<file path="config.mk">
export PLATFORM = sky130hd
export DESIGN_NAME = alarm_scheduler
export DESIGN_NICKNAME = d
export VERILOG_FILES = /design/src/rtl/alarm_scheduler.sv
export SDC_FILE = /design/constraint.sdc
export NUM_CORES = 1
export LEC_CHECK = 0
export CAP_MARGIN = 0
export CORE_MARGIN = 5
export CORE_UTILIZATION = 50
export CTS_BUF_LIST = sky130_fd_sc_hd__clkbuf_2 sky130_fd_sc_hd__clkbuf_4 sky130_fd_sc_hd__clkbuf_8
export DETAILED_ROUTE_END_ITERATION = 8
export MAX_ROUTING_LAYER = met4
export PLACE_DENSITY = 0.66
export REMOVE_ABC_BUFFERS = 1
export SETUP_SLACK_MARGIN = 0.15
export SLEW_MARGIN = 5
export SYNTH_ARGS = -nofsm -noshare
export SYNTH_HDL_FRONTEND = slang
export SYNTH_SLANG_ARGS = --single-unit
</file>
<file path="constraint.sdc">
create_clock -name clk -period 4.4 [get_ports clk]
set_input_delay 0.44 -clock clk [delete_from_list [all_inputs] [get_ports clk]]
set_output_delay 0.44 -clock clk [all_outputs]
set_load 0.1 [all_outputs]
</file>
<file path="src/rtl/alarm_scheduler.sv">
// Three-zone alarm scheduler: per-zone sensor debounce, pending-event latching and a
// round-robin IDLE/ON/GAP buzzer sequencer with per-zone abort.
module alarm_scheduler #(
  parameter int unsigned DEB_LEN    = 8,
  parameter int unsigned ON_CYCLES  = 31,
  parameter int unsigned GAP_CYCLES = 4
) (
  input  logic       clk,
  input  logic       rst_n,
  input  logic       ena,
  input  logic [2:0] sensor,
  input  logic [2:0] clear,
  output logic [2:0] buzzer,
  output logic [2:0] pending,
  output logic [1:0] grant_id,
  output logic       busy
);

  localparam logic [7:0] DebMax  = 8'(DEB_LEN);
  localparam logic [7:0] OnLoad  = 8'(ON_CYCLES);
  localparam logic [7:0] GapLoad = 8'(GAP_CYCLES);

  typedef enum logic [1:0] {StIdle, StOn, StGap} state_e;

  state_e          state_q, state_d;
  logic [2:0][7:0] deb_q, deb_d;
  logic [7:0]      dur_q, dur_d;
  logic [1:0]      last_q, last_d;
  logic [2:0]      pend_q, pend_d;
  logic [2:0]      buzz_q, buzz_d;
  logic [1:0]      gid_q, gid_d;
  logic [2:0]      evt;
  logic [2:0]      grant_clr;
  logic [1:0]      pick;
  logic [2:0]      pick_oh;

  // Debounce: an event fires only on the edge the counter reaches DEB_LEN.
  always_comb begin
    deb_d = deb_q;
    evt   = 3'b000;
    for (int i = 0; i < 3; i++) begin
      evt[i] = sensor[i] && (deb_q[i] == DebMax - 8'd1);
      if (!sensor[i]) begin
        deb_d[i] = 8'd0;
      end else if (deb_q[i] < DebMax) begin
        deb_d[i] = deb_q[i] + 8'd1;
      end
    end
  end

  // Round-robin pick, starting with the zone after last_q.
  always_comb begin
    pick = 2'd0;
    case (last_q)
      2'd1:    pick = pend_q[1] ? 2'd2 : pend_q[2] ? 2'd3 : pend_q[0] ? 2'd1 : 2'd0;
      2'd2:    pick = pend_q[2] ? 2'd3 : pend_q[0] ? 2'd1 : pend_q[1] ? 2'd2 : 2'd0;
      default: pick = pend_q[0] ? 2'd1 : pend_q[1] ? 2'd2 : pend_q[2] ? 2'd3 : 2'd0;
    endcase
    pick_oh = 3'b000;
    if (pick != 2'd0) pick_oh[pick - 2'd1] = 1'b1;
  end

  always_comb begin
    state_d   = state_q;
    dur_d     = dur_q;
    last_d    = last_q;
    buzz_d    = buzz_q;
    gid_d     = gid_q;
    grant_clr = 3'b000;
    case (state_q)
      StIdle: begin
        if (pick != 2'd0) begin
          state_d   = StOn;
          buzz_d    = pick_oh;
          gid_d     = pick;
          last_d    = pick;
          dur_d     = OnLoad;
          grant_clr = pick_oh;
        end
      end
      StOn: begin
        if (((clear & buzz_q) != 3'b000) || (dur_q <= 8'd1)) begin
          buzz_d = 3'b000;
          gid_d  = 2'd0;
          if (GAP_CYCLES > 0) begin
            state_d = StGap;
            dur_d   = GapLoad;
          end else begin
            state_d = StIdle;
            dur_d   = 8'd0;
          end
        end else begin
          dur_d = dur_q - 8'd1;
        end
      end
      StGap: begin
        if (dur_q <= 8'd1) begin
          state_d = StIdle;
          dur_d   = 8'd0;
        end else begin
          dur_d = dur_q - 8'd1;
        end
      end
      default: begin
        state_d = StIdle;
        buzz_d  = 3'b000;
        gid_d   = 2'd0;
        dur_d   = 8'd0;
      end
    endcase
    // A fresh qualification outranks both clear and grant so no event is lost.
    pend_d = (pend_q & ~clear & ~grant_clr) | evt;
  end

  always_ff @(posedge clk or negedge rst_n) begin
    if (!rst_n) begin
      state_q <= StIdle;
      deb_q   <= '0;
      dur_q   <= 8'd0;
      last_q  <= 2'd3;
      pend_q  <= 3'b000;
      buzz_q  <= 3'b000;
      gid_q   <= 2'd0;
    end else if (ena) begin
      state_q <= state_d;
      deb_q   <= deb_d;
      dur_q   <= dur_d;
      last_q  <= last_d;
      pend_q  <= pend_d;
      buzz_q  <= buzz_d;
      gid_q   <= gid_d;
    end
  end

  assign buzzer   = buzz_q;
  assign pending  = pend_q;
  assign grant_id = gid_q;
  assign busy     = (state_q != StIdle);

endmodule

</file>
* Word-level counts from Yosys, hierarchy flattened
Index checks and enable logic that the tools add are counted.
Storage, ports and cells: logic and storage cells 90, output and inout port bits 9, bits in registers 44, bits of input ports 9
Cells by class: $add $sub $neg 5, magnitude comparators 6, bitwise operators 7, reduce and logical (&&, ||, !) cells 16, eq/ne operators 13, multiplexer cells 34
Operator list (number):
- $mux 8 | 9
- $mux 2 | 13
- $add 8x1->8 const B | 3
- $eq 8x3->1 const B | 3
- $lt 8x4->1 const B | 3
- $pmux 8 s3 | 1
- $mux 3 | 4
- $pmux 2 s3 | 2
- $and 3x3->3 | 3
- $pmux 3 s3 | 1
- $le 8x1->1 const B | 1
- $reduce_and 2->1 | 4
- $reduce_and 4->1 | 2
- $sub 8x1->8 const B | 1
- $ne 2x1->1 const B | 3
- $ne 2x2->1 const B | 3
- $not 3->3 | 2
- $eq 2x1->1 const B | 2
- $eq 2x2->1 const B | 2
- $logic_and 1x1->1 | 4
- $pmux 2 s2 | 1
- $reduce_bool 2->1 | 2
- $lt 2x3->1 const B | 1
- $or 3x3->3 | 1
- other kinds (9) | 10

* Depth between registers and ports, before layout
depth after elaboration 14, mapped depth 7, depth with buffers taken out 6

* Least setup slack after synthesis
No wires, ideal clock.
kind register to register, start register pend_q[2], in the netlist pending[2], end register buzz_q[0], in the netlist buzzer[0], library setup time 0.128 ns, buffers on the path 0, data required time 4.272 ns, data arrival time 1.991 ns, clock period less this slack 2.119 ns, cell stages (with the launch flop) 5, path slack 2.281 ns, cells stage by stage dfrtp_1 nor3_1 o21ai_2 o2111ai_2 mux2_1
Between the ends: cells in the longest elaborated chain, start to end 11, elaborated cells between the ends (all ways) 18, classes of those cells add/sub (1); order compare (2); eq/ne (1); mux (11); reduce/logical (3)
RTL lines:
- from (decl) | RTL line 29 | logic [2:0] pend_q, pend_d;
- from (signal assigned) | RTL line 129 | pend_q <= pend_d;
- $mux 2 (3 in a row) | RTL line 57 | default: pick = pend_q[0] ? 2'd1 : pend_q[1] ? 2'd2 : pend_q[2] ? 2'd3 : 2'd0;
- $pmux 2 s2 (*) | RTL line 54 | case (last_q)
- $sub 2x1->2 | RTL line 60 | if (pick != 2'd0) pick_oh[pick - 2'd1] = 1'b1;
- $lt 2x3->1 (implied by the code) / $ge 2x1->1 (equally long branches) | RTL line 60
- $logic_and 1x1->1 (implied by the code) | RTL line 60
- $mux 1 (implied by the code) | RTL line 60
- $demux 1 s2 | RTL line 60
- $mux 3 | RTL line 72 | if (pick != 2'd0) begin
- $pmux 3 s3 | RTL line 70 | case (state_q)
- to (signal assigned) | RTL line 130 | buzz_q <= buzz_d;
- to (decl) | RTL line 30 | logic [2:0] buzz_q, buzz_d;
Mark *: on every way between the ends. The rest lies on a longest branch, timed or not. The select of a mux whose other input is x is not followed. A chain may end at the register's enable or synchronous reset.

* Final worst setup path
start register state_q[0], end output port busy
Between the ends: cells in the longest elaborated chain, start to end 1
RTL lines:
- from (decl) | RTL line 25 | state_e state_q, state_d;
- from (signal assigned) | RTL line 117 | state_q <= StIdle;
- from (signal assigned) | RTL line 125 | state_q <= state_d;
- $reduce_bool 2->1 | RTL line 138 | assign busy = (state_q != StIdle);
- to (decl) | RTL line 16 | output logic busy
No other way between the ends.

==> summary.txt <==
Clock tree
  – Clock transition at path regs: 0.08 ns
  – Post-CTS Hold Fix Bufs: 0
  – CTS Buf Count: 5
  – Clock sink count: 44
  – Clock root cell: clkbuf_8
  – Clock latency on the worst-skew pair: 0.30 ns
  – CTS tree: yes
  – CTS max path bufs: 2
  – Cts repair resizes: 0
  – Post-CTS Setup Bufs: 0
  – Htree depth: 2

Setup path
  – Setup crit start kind: flip-flop
  – Worst Setup SP: state_q[0]
  – Crit path DAT: 2.32 ns
  – Worst endpoint required time: 3.96 ns
  – Critical path class: reg2out
  – Worst-path fanout max: 11
  – Worst r2r src: last_q[0]
  – Worst setup EP type: output port

STA
  – Max Clk Rate: 363 MHz
  – Final Slew Violations: 0
  – RSZ-0062 raised after global routing: no
  – Clock skew: 0.00415 ns
  – Final hold vios: 0
  – Min cycle time layout: 2.76 ns
  – Setup tns final: 0 ns
  – Setup-failing EPs final: 0
  – Tightest Pin Transition: 0.991 ns
  – Post-route clock period utilization: 0.627
  – Max_slew headroom: 0.337

Synthesis
  – Post-Synth Simple-Gate Area: 0.190
  – Synth warnings: 0
  – Share of the yosys chip area belonging to registers: 0.456
  – Post-synth top area share: 0.434
  – Largest cells by area after synthesis: dfrtp_1 43%, ha_1 3.6%, o2bb2ai_1 3.3%
  – Share of async-settable or async-resettable flops after synthesis: 1.00
  – EDFF count, synth: 0
  – Adder-Cell Fraction of Synth Area: 0.0362
  – Area leader, netlist: dfrtp_1
  – Mux contribution to synthesized area: 0.0310
  – Xor/xnor share of the synthesized area: 0
  – Ys flop type: dfrtp_1
  – Netlist cell types: 68
  – Largest family of logic cells by synthesized area: compound AO/OA/AOI/OAI gates
  – Synth Instances: 227
  – Synth Cell Area: 2420 µm²
  – Synth Area in Compound Gates: 0.250
  – #FFs+latches synth: 44
  – Syn Area/Cell: 10.7 µm²

Place
  – GP Congestion: 0.835
  – HPWL Detailed: 3320 µm
  – Placed Instance Area: 2630 µm²
  – Port Buffers: 17

Floorplan
  – Initial core utilization: 0.512
  – Die ar.: 6330 µm²
  – Die Width: 79.6 µm
  – Row cnt: 25
  – Placeable Area: 4720 µm²
  – Die height: 79.6 µm
  – # IOs: 18

Route
  – Vias per std cell: 5.85
  – Post-DRT Antenna Nets: 0
  – Via count: 1830
  – WL/cell: 15.4 µm
  – Drt first pass iters: 4
  – First DRT Iteration DRCs: 81
  – Drt drc: 0
  – DRT Wirelength: 4820 µm

GRT
  – Largest net degree at the start of global routing: 45
  – Global-route wire length before repair: 8500 µm
  – Gr ovfl total: 0
  – Vias in the first global route: 1764
  – Met1 Track Usage GR: 0.250
  – Global-route usage over all layers: 0.175
  – Most Crowded Layer GR: met1
  – Initial antenna violation count: 0
  – Met2 Use GR: 0.240
  – Grt met3 use: 0.0463

Pwr
  – Pwr dens: 568 nW/µm²
  – Total power draw: 1.55 mW
  – Max IR drop VDD: 260 µV
  – Leakage: 1.21 nW

Final layout
  – Share of cells above drive strength 1: 0.138
  – Fillers: 404
  – Design area: 2730 µm²
  – Most frequent cells in the layout: 42 x dfrtp_1, 16 x clkdlybuf4s50_1, 11 x inv_1, 11 x nand2_1, 11 x and2_1
  – Final Util: 0.578
  – Area Growth Syn to Fin: 12.8%
  – Commonest non-fill, non-tap cell in the layout: dfrtp_1
  – Diodes inserted: 0
  – Nets: 261

Hold path
  – Worst hold-check path type: in2async

Run
  – Max-cap violations: 0

Status
  – Status: completed
[flip-flops by register name, summed over array words and instances (netlist names)]
register / flops
state_q: 2
pending: 3
dur_q: 8
last_q: 2
grant_id: 2
buzzer: 3
deb_q: 24
[routing by layer]
layer | wire length, µm | up-vias
met5 | 0 | -
met4 | 43 | 0
met3 | 219 | 4
met2 | 2070 | 37
met1 | 2480 | 871
li1 | - | 918
[critical path: stages (launching register included)]
cell and delay, ns:
dfrtp_1 0.54, nor2_2 0.13, inv_2 0.18, clkdlybuf4s50_1 1.16
[cell families (layout without fill, tap and decap cells)]
logic type | after synthesis | in the layout
multiplexers | 7 | 7
AND/OR/NAND/NOR | 74 | 74
flip-flops | 44 | 44
AO/OA/AOI/OAI | 76 | 76
adder cells (fa/ha/maj) | 7 | 7
buffers and inverters | 19 | 38
[power breakdown]
group          total [mW]  switching (mW)  internal [mW]
clock network       0.269           0.140          0.128
registers           0.580          0.0967          0.484
logic               0.700           0.454          0.247
[synthesized netlist by cell type (3+ instances only)]
cell type  instances
and2_1            11
dfrtp_1           42
o21a_1             3
a31oi_1            4
ha_1               7
nand3_1            3
nor3_2             6
nor2b_1            3
a211oi_1           3
nand2_1           11
nor3_1             5
mux2_1             3
o21ai_0            7
or4_1              3
a32o_1             3
inv_1             11
mux2i_1            3
a21oi_1            7
nand2b_1           5
or2_1              3
o2bb2ai_1          9
a22oi_1            5
nor2_1            10
[final timing paths]
kind | slack, ns | depth (start not counted) | end
setup / recovery | 1.64 | 3 | busy
hold / removal | 0.29 | 1 | deb_q[21]
setup reg to reg | 2.27 | 6 | buzzer[2]
hold reg to reg | 0.49 | 1 | deb_q[5]
max in group asynchronous | 3.52 | 1 | dur_q[6]
min in group clk | 0.49 | 1 | deb_q[5]
[metrics by stage]
stage               cells  worst slack, ns  hold slack [ns]
floorplan             220             2.28            0.144
global placement      305             2.00            0.461
detailed placement    305             1.97            0.470
CTS                   313             1.63            0.328
global route          313             1.54            0.364
finish                313             1.64            0.285
[layout make-up]
class | count | area [µm²] | area share
clock buffers | 6 | 82.6 | 0.0303
clock inverters | 2 | 13.8 | 0.00504
inverters | 12 | 45.0 | 0.0165
multi-input cells | 164 | 1230 | 0.450
flip-flops and latches | 44 | 1100 | 0.404
well taps | 67 | 83.8 | 0.0307
repair buffers | 18 | 173 | 0.0633
Note: power is estimated with default switching activity, not from simulation.
==> edit: new RTL, same flow settings <==
Encoding of `state_e`: now one-hot (3 bits for 3 states).
--- a/src/rtl/alarm_scheduler.sv
+++ b/src/rtl/alarm_scheduler.sv
@@ -21,5 +21,5 @@
   localparam logic [7:0] GapLoad = 8'(GAP_CYCLES);
 
-  typedef enum logic [1:0] {StIdle, StOn, StGap} state_e;
+  typedef enum logic [2:0] {StIdle = 3'b001, StOn = 3'b010, StGap = 3'b100} state_e;
 
   state_e          state_q, state_d;
Formal check against the unedited RTL: no difference found for any inputs over 10 cycles, from zero or initial values and one cycle with rst_n low; not proved beyond that.
==> edit against the unedited design <==
Clock skew increased by 0.0013 ns. Design area decreased by 1.8%. Via count increased by 1.1%. Register-to-register slack worse by 0.16 ns. Power down 6.5%. Non-clock buffer count unchanged. Combinational power shrank 12%. Wire length down 2.0%. Area after synthesis fell by 2.1%. Worst setup slack lost 0.19 ns. Count of clock-buffer cells in the layout grew 1. Sequential cell count rose by 1. Sequential share of layout area grew 1.7 points. Largest cell class unchanged.
==> edit: results (changes against the unedited design) <==
stage	metric	value	unit	change
outcome	status	finished, final reports clean		
yosys	synthXorXnorAreaFrac	1.11	%	+1.1 points
power	ir_drop	277	µV	+6.2%
yosys	synth_compound_area_share	21.3	%	-3.7 points
worst_setup_path	r2r-end	dur_q[3]$_DFFE_PN0P_		
worst_setup_path	arrival	2.50	ns	+0.18 ns
yosys	syn_inst	246		+8.4%
finish	nMultiInputCombCells	183		+12%
finish	nNetsFinal	281		+7.7%
placed_design	gp_congestion	0.864		+3.4%
yosys	synth_fa_ha_area_share	3.70	%	+0.078 points
finish	clock_area_share	3.78	%	+0.25 points
yosys	yosysSeqAreaShare	47.7	%	+2.1 points
timing	holdWs	0.287	ns	+0.00124 ns
finish	bufAreaShareNonClock	6.44	%	+0.12 points
clock_network	path_clk_slew	0.08	ns	about the same
yosys	async_reset_ff_share	100	%	unchanged
placed_design	hpwl	3430	µm	+3.4%
yosys	synthMuxAreaShare	1.43	%	-1.7 points
global_route	grt_max_degree	46		+2.2%
yosys	ys_types	51		-25%
worst_setup_path	reg2regPathDepth	7		+1
floorplan	rows	25		unchanged
route	wl_per_cell	14.8	µm	-4.1%
route	vias	1851		+1.1%
placed_design	dp.cells	312		+2.3%
finish	regArea	1130	µm²	+2.4%
finish	largest_registers	deb_q: 24 flops, dur_q: 8 flops		
finish	drive_above_1_share	6.77	%	-7.1 points
global_route	grt_usage	17.8	%	+0.29 points
yosys	ys_top_cells_by_count	dfrtp_1 (42), nand2_1 (27), o21ai_0 (21)		
worst_setup_path	cpPeakStageDelay	1.20	ns	+0.04 ns
timing	worst_slack	1.46	ns	-0.186 ns
power	p_switching	619	µW	-10%
finish	multi_input_area_share	43.4	%	-1.6 points
power	p_leak	1.22	nW	+1.3%
clock_network	cts_made_buffers	5		unchanged
placed_design	place_area	2580	µm²	-2.0%
finish	fill_cells	410		+1.5%
hold_path	holdCritPathClass	input pin to async pin		
yosys	ys.warnings.count	0		unchanged
global_route	grt_pass1_vias	1784		+1.1%
global_route	antenna_found_initial	0		unchanged
finish	clkbuf_count	7		+1
timing	tightest_slew	0.980	ns	-0.0114 ns
route	drt_iter0_markers	134		+65%
yosys	synthTopCellsByArea	dfrtp_1 (44%), o21ai_0 (4.4%), nand2_1 (4.3%)		
global_route	grt_pass1_wl	8470	µm	-0.40%
timing	skew	0.00548	ns	+0.00132 ns
global_route	grt-ovfl-total	0		unchanged
clock_network	cts.sinks	45		+2.3%
worst_setup_path	rrSetupSlack	2.11	ns	-0.16 ns
clock_network	post_cts_buffers	0		unchanged
worst_setup_path	critPathLaunch	state_q[1]$_DFFE_PN0P_		
finish	fin_area	2680	µm²	-1.8%
placed_design	place_ws	1.80	ns	-0.172 ns
finish	final_cells	320		+2.2%
timing	slew_viol_final	0		unchanged
edit: cell types whose count changed in the layout (fill, tap and decap cells not counted), moves of 5 or more:
cell	unedited run	this run
nor3_2	6	0
nor3_1	5	10
nand2_1	11	27
o211ai_1	1	6
a22oi_1	5	0
o21ai_0	7	21
nand3_1	3	9
o2bb2ai_1	9	2
edit: power by group through the flow:
stage / sequential (mW) / combinational (mW) / clock (mW)
floorplan: 0.664 / 0.358 / 0
global placement: 0.562 / 0.612 / 0
detailed placement: 0.564 / 0.614 / 0
CTS: 0.557 / 0.616 / 0.286
global route: 0.570 / 0.672 / 0.306
finish: 0.557 / 0.614 / 0.278
edit: per-layer routing:
metal | routed length (µm) | vias to the layer above | global-route usage (%)
met3 | 149 | 7 | 3.74
met1 | 2360 | 882 | 23.7
li1 | - | 936 | -
met2 | 2140 | 26 | 27.2
met4 | 72 | 0 | 6.19
met5 | 0 | - | -
